### src/rtl/debounce_pkg.sv
// Shared timing constants and width helpers for the push-button debouncers.
// Default constants assume a 100 MHz system clock.
package debounce_pkg;

    localparam int DB_STABLE_10MS         = 1_000_000;
    localparam int DB_REPEAT_DELAY_500MS  = 50_000_000;
    localparam int DB_REPEAT_PERIOD_100MS = 10_000_000;

    // Width needed to count up to max(a,b)-1, never less than one bit.
    function automatic int clog2_max(input int a, input int b);
        int m;
        m = (a > b) ? a : b;
        return (m <= 2) ? 1 : $clog2(m);
    endfunction

endpackage

### src/rtl/debounce_channel.sv
// One button channel: two-flop synchroniser, stability counter, event pulses
// and optional auto-repeat. press_next is the unregistered press term for OR-ing.
module debounce_channel
    import debounce_pkg::*;
#(
    parameter int STABLE_CYCLES = DB_STABLE_10MS,
    parameter int REPEAT_EN     = 0,
    parameter int REPEAT_DELAY  = DB_REPEAT_DELAY_500MS,
    parameter int REPEAT_PERIOD = DB_REPEAT_PERIOD_100MS
) (
    input  logic clk,
    input  logic reset,
    input  logic in_raw,
    output logic level,
    output logic press,
    output logic release_ev,
    output logic repeat_ev,
    output logic press_next
);

    localparam int CNT_W = $clog2(STABLE_CYCLES);
    localparam logic [CNT_W-1:0] CNT_LAST = CNT_W'(STABLE_CYCLES - 1);

    logic             s1;
    logic             s2;
    logic [CNT_W-1:0] cnt;
    logic             settle;
    logic             release_next;

    // Level flips only when the counter has seen a full run of differing samples.
    assign settle       = (s2 != level) && (cnt == CNT_LAST);
    assign press_next   = settle & s2;
    assign release_next = settle & ~s2;

    always_ff @(posedge clk) begin
        if (reset) begin
            s1         <= 1'b0;
            s2         <= 1'b0;
            cnt        <= '0;
            level      <= 1'b0;
            press      <= 1'b0;
            release_ev <= 1'b0;
        end else begin
            s1         <= in_raw;
            s2         <= s1;
            press      <= press_next;
            release_ev <= release_next;
            if (s2 == level) begin
                cnt <= '0;
            end else if (cnt == CNT_LAST) begin
                level <= s2;
                cnt   <= '0;
            end else begin
                cnt <= cnt + 1'b1;
            end
        end
    end

    generate
        if (REPEAT_EN != 0) begin : g_repeat
            localparam int RC_W = clog2_max(REPEAT_DELAY, REPEAT_PERIOD);
            localparam logic [RC_W-1:0] DLY_LAST = RC_W'(REPEAT_DELAY - 1);
            localparam logic [RC_W-1:0] PER_LAST = RC_W'(REPEAT_PERIOD - 1);

            logic [RC_W-1:0] rc;
            logic            first;

            // The releasing edge is excluded so repeat can never share a cycle with release.
            always_ff @(posedge clk) begin
                if (reset) begin
                    rc        <= '0;
                    first     <= 1'b0;
                    repeat_ev <= 1'b0;
                end else begin
                    repeat_ev <= 1'b0;
                    if (press_next) begin
                        rc    <= '0;
                        first <= 1'b1;
                    end else if (level && !release_next) begin
                        if (first && (rc == DLY_LAST)) begin
                            repeat_ev <= 1'b1;
                            rc        <= '0;
                            first     <= 1'b0;
                        end else if (!first && (rc == PER_LAST)) begin
                            repeat_ev <= 1'b1;
                            rc        <= '0;
                        end else begin
                            rc <= rc + 1'b1;
                        end
                    end else begin
                        rc <= '0;
                    end
                end
            end
        end else begin : g_no_repeat
            assign repeat_ev = 1'b0;
        end
    endgenerate

endmodule

### src/rtl/button_debounce_array.sv
// Multi-channel push-button debouncer with press/release events and auto-repeat.
// release/repeat are reserved words, so those outputs carry an _ev suffix.
module button_debounce_array
    import debounce_pkg::*;
#(
    parameter int NUM_CH        = 5,
    parameter int STABLE_CYCLES = DB_STABLE_10MS,
    parameter int REPEAT_EN     = 0,
    parameter int REPEAT_DELAY  = DB_REPEAT_DELAY_500MS,
    parameter int REPEAT_PERIOD = DB_REPEAT_PERIOD_100MS
) (
    input  logic              clk,
    input  logic              reset,
    input  logic [NUM_CH-1:0] in_raw,
    output logic [NUM_CH-1:0] level,
    output logic [NUM_CH-1:0] press,
    output logic [NUM_CH-1:0] release_ev,
    output logic [NUM_CH-1:0] repeat_ev,
    output logic              any_press
);

    logic [NUM_CH-1:0] press_next;

    generate
        for (genvar i = 0; i < NUM_CH; i++) begin : g_ch
            debounce_channel #(
                .STABLE_CYCLES (STABLE_CYCLES),
                .REPEAT_EN     (REPEAT_EN),
                .REPEAT_DELAY  (REPEAT_DELAY),
                .REPEAT_PERIOD (REPEAT_PERIOD)
            ) u_ch (
                .clk        (clk),
                .reset      (reset),
                .in_raw     (in_raw[i]),
                .level      (level[i]),
                .press      (press[i]),
                .release_ev (release_ev[i]),
                .repeat_ev  (repeat_ev[i]),
                .press_next (press_next[i])
            );
        end
    endgenerate

    // Registered from the same terms as press, so it lines up with press exactly.
    always_ff @(posedge clk) begin
        if (reset) begin
            any_press <= 1'b0;
        end else begin
            any_press <= |press_next;
        end
    end

endmodule

### config.mk
export PLATFORM = sky130hd
export DESIGN_NAME = button_debounce_array
export DESIGN_NICKNAME = d
export VERILOG_FILES = /design/src/rtl/debounce_pkg.sv /design/src/rtl/debounce_channel.sv /design/src/rtl/button_debounce_array.sv
export SDC_FILE = /design/constraint.sdc
export NUM_CORES = 1
export LEC_CHECK = 0
export BUFFER_PORTS_ARGS = -buffer_cell sky130_fd_sc_hd__buf_2
export CORE_MARGIN = 8
export CORE_UTILIZATION = 57
export CTS_BUF_LIST = sky130_fd_sc_hd__clkbuf_8
export DETAILED_ROUTE_END_ITERATION = 10
export PLACE_DENSITY = 0.84
export SYNTH_ARGS = -nofsm -noshare
export SYNTH_HDL_FRONTEND = slang
export SYNTH_SLANG_ARGS = --single-unit
export TNS_END_PERCENT = 50
### constraint.sdc
create_clock -name clk -period 2.1 [get_ports clk]
set_input_delay 0 -clock clk [delete_from_list [all_inputs] [get_ports clk]]
set_output_delay 0 -clock clk [all_outputs]
set_load 0.02 [all_outputs]
==> reports/summary.md <==
The floorplan row count was 36. The logs give 60.9% for the worst slew margin relative to its limit and 2.32 ns for the critical path data arrival time. TritonCTS built the clock tree. The worst setup path is launched from a flop.

The initial antenna violation count is 0, and the share of layout cells above drive strength 1 is 11.9%. The cell type with the highest aggregate area in the netlist was dfxtp_1. In this run the top signal layer used is met4. The horizontal die dimension was 115 um; the overall overflow remaining after global route was 0. The flow ran to the end, and the final reports show no timing, DRC or antenna violations. In this run, distinct cell masters in the synthesized netlist total 48. For the final-report max-slew violation count, the log shows 0. The logs give 0 for the number of setup violations in the final report and 0 for the detailed-route DRC error count. For this run, the number of standard cells in the final layout without fillers is 812. Number of warnings issued by yosys: 0. The logs give 0.111 ns for the worst setup timing slack at the placement stage and 775 for the cell count after placement. Dividing the synthesized area by the synthesized cell count gives 8.72 um^2. Traced cell by cell, the critical path runs through ha_2 -> nand2_1 -> or4_1 -> or3_1 -> a41oi_1. The share of the clock period used by the worst path is 93.8%, and the fraction of registers with async set or reset after synthesis is 0%.

The count of buffers inserted at the top-level ports is 22. The critical-path maximum fanout was 7. The wire-length estimate of the detail-placed layout is 7.87 mm. The tools report the share of synthesized area occupied by flip-flops and latches as 44.8%. Summed over all nets, wire length on met2 after detailed routing comes to 5.39 mm. For the worst setup path, the data required time is 2.45 ns. The synthesis-to-layout area growth was 10.8%; the routed wirelength normalized by instance count was 13.6 um. Measured along the y axis, the die boundary spans 115 um. For the final layout net count, the log shows 678. After detailed routing, the met3 layer carries 484 um of wire.

The first global-routing pass estimated 18.8 mm of wire. The number of antenna diodes in the final layout is 0. The share of synthesized area in the top cell type comes to 44.8%. For this run, the leading register cell type out of synthesis is dfxtp_1. In the post-synthesis netlist, the biggest area contributors are dfxtp_1, a21oi_1, nor2_1.

The run gives 645 as the number of cells produced by synthesis. Setup repair after global routing left no endpoint under its margin. For the post-route cell area, the log shows 6230 um^2.

The slowest stage cell on the critical path was or4_1. The run gives 5760 um^2 as the cell area reported after detailed placement. The core region is 9680 um^2. The remaining antenna violation count after routing came out at 0. The tools report the maximum root-to-sink buffer count as 2. In this run the power density over the cells is 744 nW/um^2.

For the number of sinks on the clock net, the log shows 126. In this run, the number of DRC markers left after iteration 0 of detailed routing was 241. Using the TritonRoute via totals, the vias-per-cell ratio works out to 5.71.

The setup total negative slack is 0 ns, and the final worst setup slack is 0.131 ns. Worst hold-check path type: in2reg. The completed layout was analyzed and its total power is 0.00464 W. The largest net degree at the start of global routing was 32; the max-capacitance violation count was 0. The root buffer cell chosen for the clock tree is clkbuf_8. The clock period minus worst slack is 1.97 ns, and the number of fill cells is 812.

The number of I/O pins was 28. The setup path with the least slack is of type reg2reg. For this run, the slowest stage of the critical path takes 0.59 ns. The count of endpoints failing hold in the final timing report is 0, and the number of global-route vias before repair is 4245.

The die covers 13300 um^2. The logs give 1.91 nW for the leakage power and 0 for the number of buffers inserted to repair setup after CTS. The initial utilization of the core area, before any placement, comes to 58.1%.

The timing-limited maximum frequency is 508 MHz. The length of routed wiring on met1 is 5.10 mm, and the combined area of all synthesized cells is 5630 um^2. Synthesis inferred 126 register bits. Among all cell types in the netlist, the one instantiated most often is dfxtp_1.

Clock network latency to the later pin of the worst-skew pair: 0.42 ns. The clock slew at the register clock pins of the worst setup and hold paths came out at 0.08 ns. TritonCTS created 17 clock buffers. Summing over every cut layer, the via total after detailed routing is 4637. In this run the number of H-tree levels came out at 4. The tools report the kind of capture point of the worst setup path as a flop.

The total wire length after detailed routing was 11.1 mm; the pin slew with the least headroom to its limit was 0.581 ns. For this run, the total global-route usage over all layers was measured as 17.3%. The first detailed-routing pass took 5 iterations.

The worst-case IR drop observed on VDD is 0.742 mV. The final estimated routing congestion in global placement was 0.855; the largest clock skew in the final design was 0.0105 ns. The number of flops mapped to enable cells by yosys was 0. Ranked by instance count, the synthesized netlist is headed by dfxtp_1, nor2_1, a21oi_1, nand2_1, nand3_1.
-- per-stage QoR --
step,util [%],hold WS (ns)
finish,64.4,0.0619
global route,64.4,0.0594
CTS,64.3,0.0401
detailed placement,59.5,0.216
global placement,59.5,0.219
floorplan,-,0.128
-- cell usage in the layout, fill, tap and decap left out, types with 3 or more instances in the layout --
| master | netlist | final |
|---|---|---|
| clkbuf_8 | 0 | 18 |
| bufinv_16 | 0 | 3 |
| nor2_1 | 64 | 64 |
| nor4_1 | 12 | 12 |
| buf_4 | 20 | 9 |
| clkinvlp_4 | 0 | 6 |
| conb_1 | 1 | 5 |
| xor2_1 | 24 | 24 |
| nand4b_1 | 3 | 3 |
| xnor2_1 | 27 | 27 |
| o21ai_0 | 29 | 28 |
| nand2b_1 | 10 | 10 |
| nand3_1 | 36 | 36 |
| and3_1 | 13 | 13 |
| dlygate4sd3_1 | 0 | 5 |
| ha_1 | 5 | 3 |
| and4_1 | 7 | 7 |
| and2_1 | 14 | 14 |
| a21oi_1 | 48 | 48 |
| nor3_1 | 13 | 13 |
| inv_1 | 13 | 15 |
| dfxtp_1 | 126 | 126 |
| nand4_1 | 22 | 22 |
| or4_1 | 17 | 16 |
| nor4b_1 | 7 | 7 |
| buf_2 | 8 | 22 |
| nor2b_1 | 10 | 10 |
| or3_1 | 26 | 26 |
| o31ai_1 | 13 | 13 |
| o21ai_2 | 3 | 3 |
| nand2_1 | 38 | 38 |
-- critical path, delay by kind of cell, from the launching register on --
family                   cells  cell delay, ns
flip-flops                   1            0.38
adder cells (fa/ha/maj)      1            0.23
AND/OR/NAND/NOR              3            1.11
AO/OA/AOI/OAI                1            0.17
-- routing by layer --
| metal | track usage (%) | up-vias |
|---|---|---|
| li1 | - | 2349 |
| met1 | 21.0 | 2208 |
| met3 | 5.41 | 8 |
| met4 | 6.04 | 0 |
| met5 | 0 | - |
| met2 | 28.3 | 72 |
-- path summary, 6_finish.rpt --
kind                                      to                            from  slack [ns]  cells past startpoint
setup / recovery        any_press$_SDFF_PP0_  g_ch[4].u_ch.cnt[0]$_SDFF_PP0_        0.13                      5
hold / removal    g_ch[4].u_ch.s1$_SDFF_PP0_                           reset        0.06                      2
setup reg to reg        any_press$_SDFF_PP0_  g_ch[4].u_ch.cnt[0]$_SDFF_PP0_        0.13                      5
hold reg to reg   g_ch[0].u_ch.s2$_SDFF_PP0_      g_ch[0].u_ch.s1$_SDFF_PP0_        0.44                      1
-- layout make-up --
cell class                 instances  area (um^2)  share of cell area [%]
inverter                          13         48.8                   0.783
sequential                       126         2520                    40.5
clock buffer                      18          248                    3.97
timing repair buffer              36          228                    3.65
clock inverter                    14          169                    2.71
tap                              133          166                    2.67
multi-input combinational        472         2850                    45.7
-- power by group --
part	internal (W)	switching (W)	leakage (nW)	total (W)
registers	0.00240	0.00000654	1.02	0.00241
logic	0.0000236	0.0000419	0.698	0.0000655
clock network	0.00120	0.000959	0.197	0.00216
total	0.00363	0.00101	1.91	0.00464
-- flip-flops by register name, indices dropped and copies added (netlist names) --
| register | flops |
|---|---|
| g_ch.u_ch.level | 5 |
| g_ch.u_ch.cnt | 100 |
| g_ch.u_ch.release_ev | 5 |
| g_ch.u_ch.s1 | 5 |
| g_ch.u_ch.s2 | 5 |
| any_press | 1 |
| g_ch.u_ch.press | 5 |
-- cells by family (layout without fill, tap and decap cells) --
family | after synthesis | after routing | share of synthesized area (%)
AOI/OAI and AO/OA | 100 | 100 | 10.1
xor gates and xnor gates | 51 | 51 | 7.94
adders and majority gates | 5 | 5 | 1.11
buffers and inverters | 51 | 81 | 4.91
DFF | 126 | 126 | 44.8
other | 1 | 5 | 0.0666
and+or+nand+nor | 311 | 311 | 31.0
-- timing repair --
action,4_1_cts,5_1_grt
hold endpoints to repair,5,0
endpoints found under the setup margin,0,11
hold buffers,5,0
resized for setup,0,3
(Power assumes the default switching activity.)
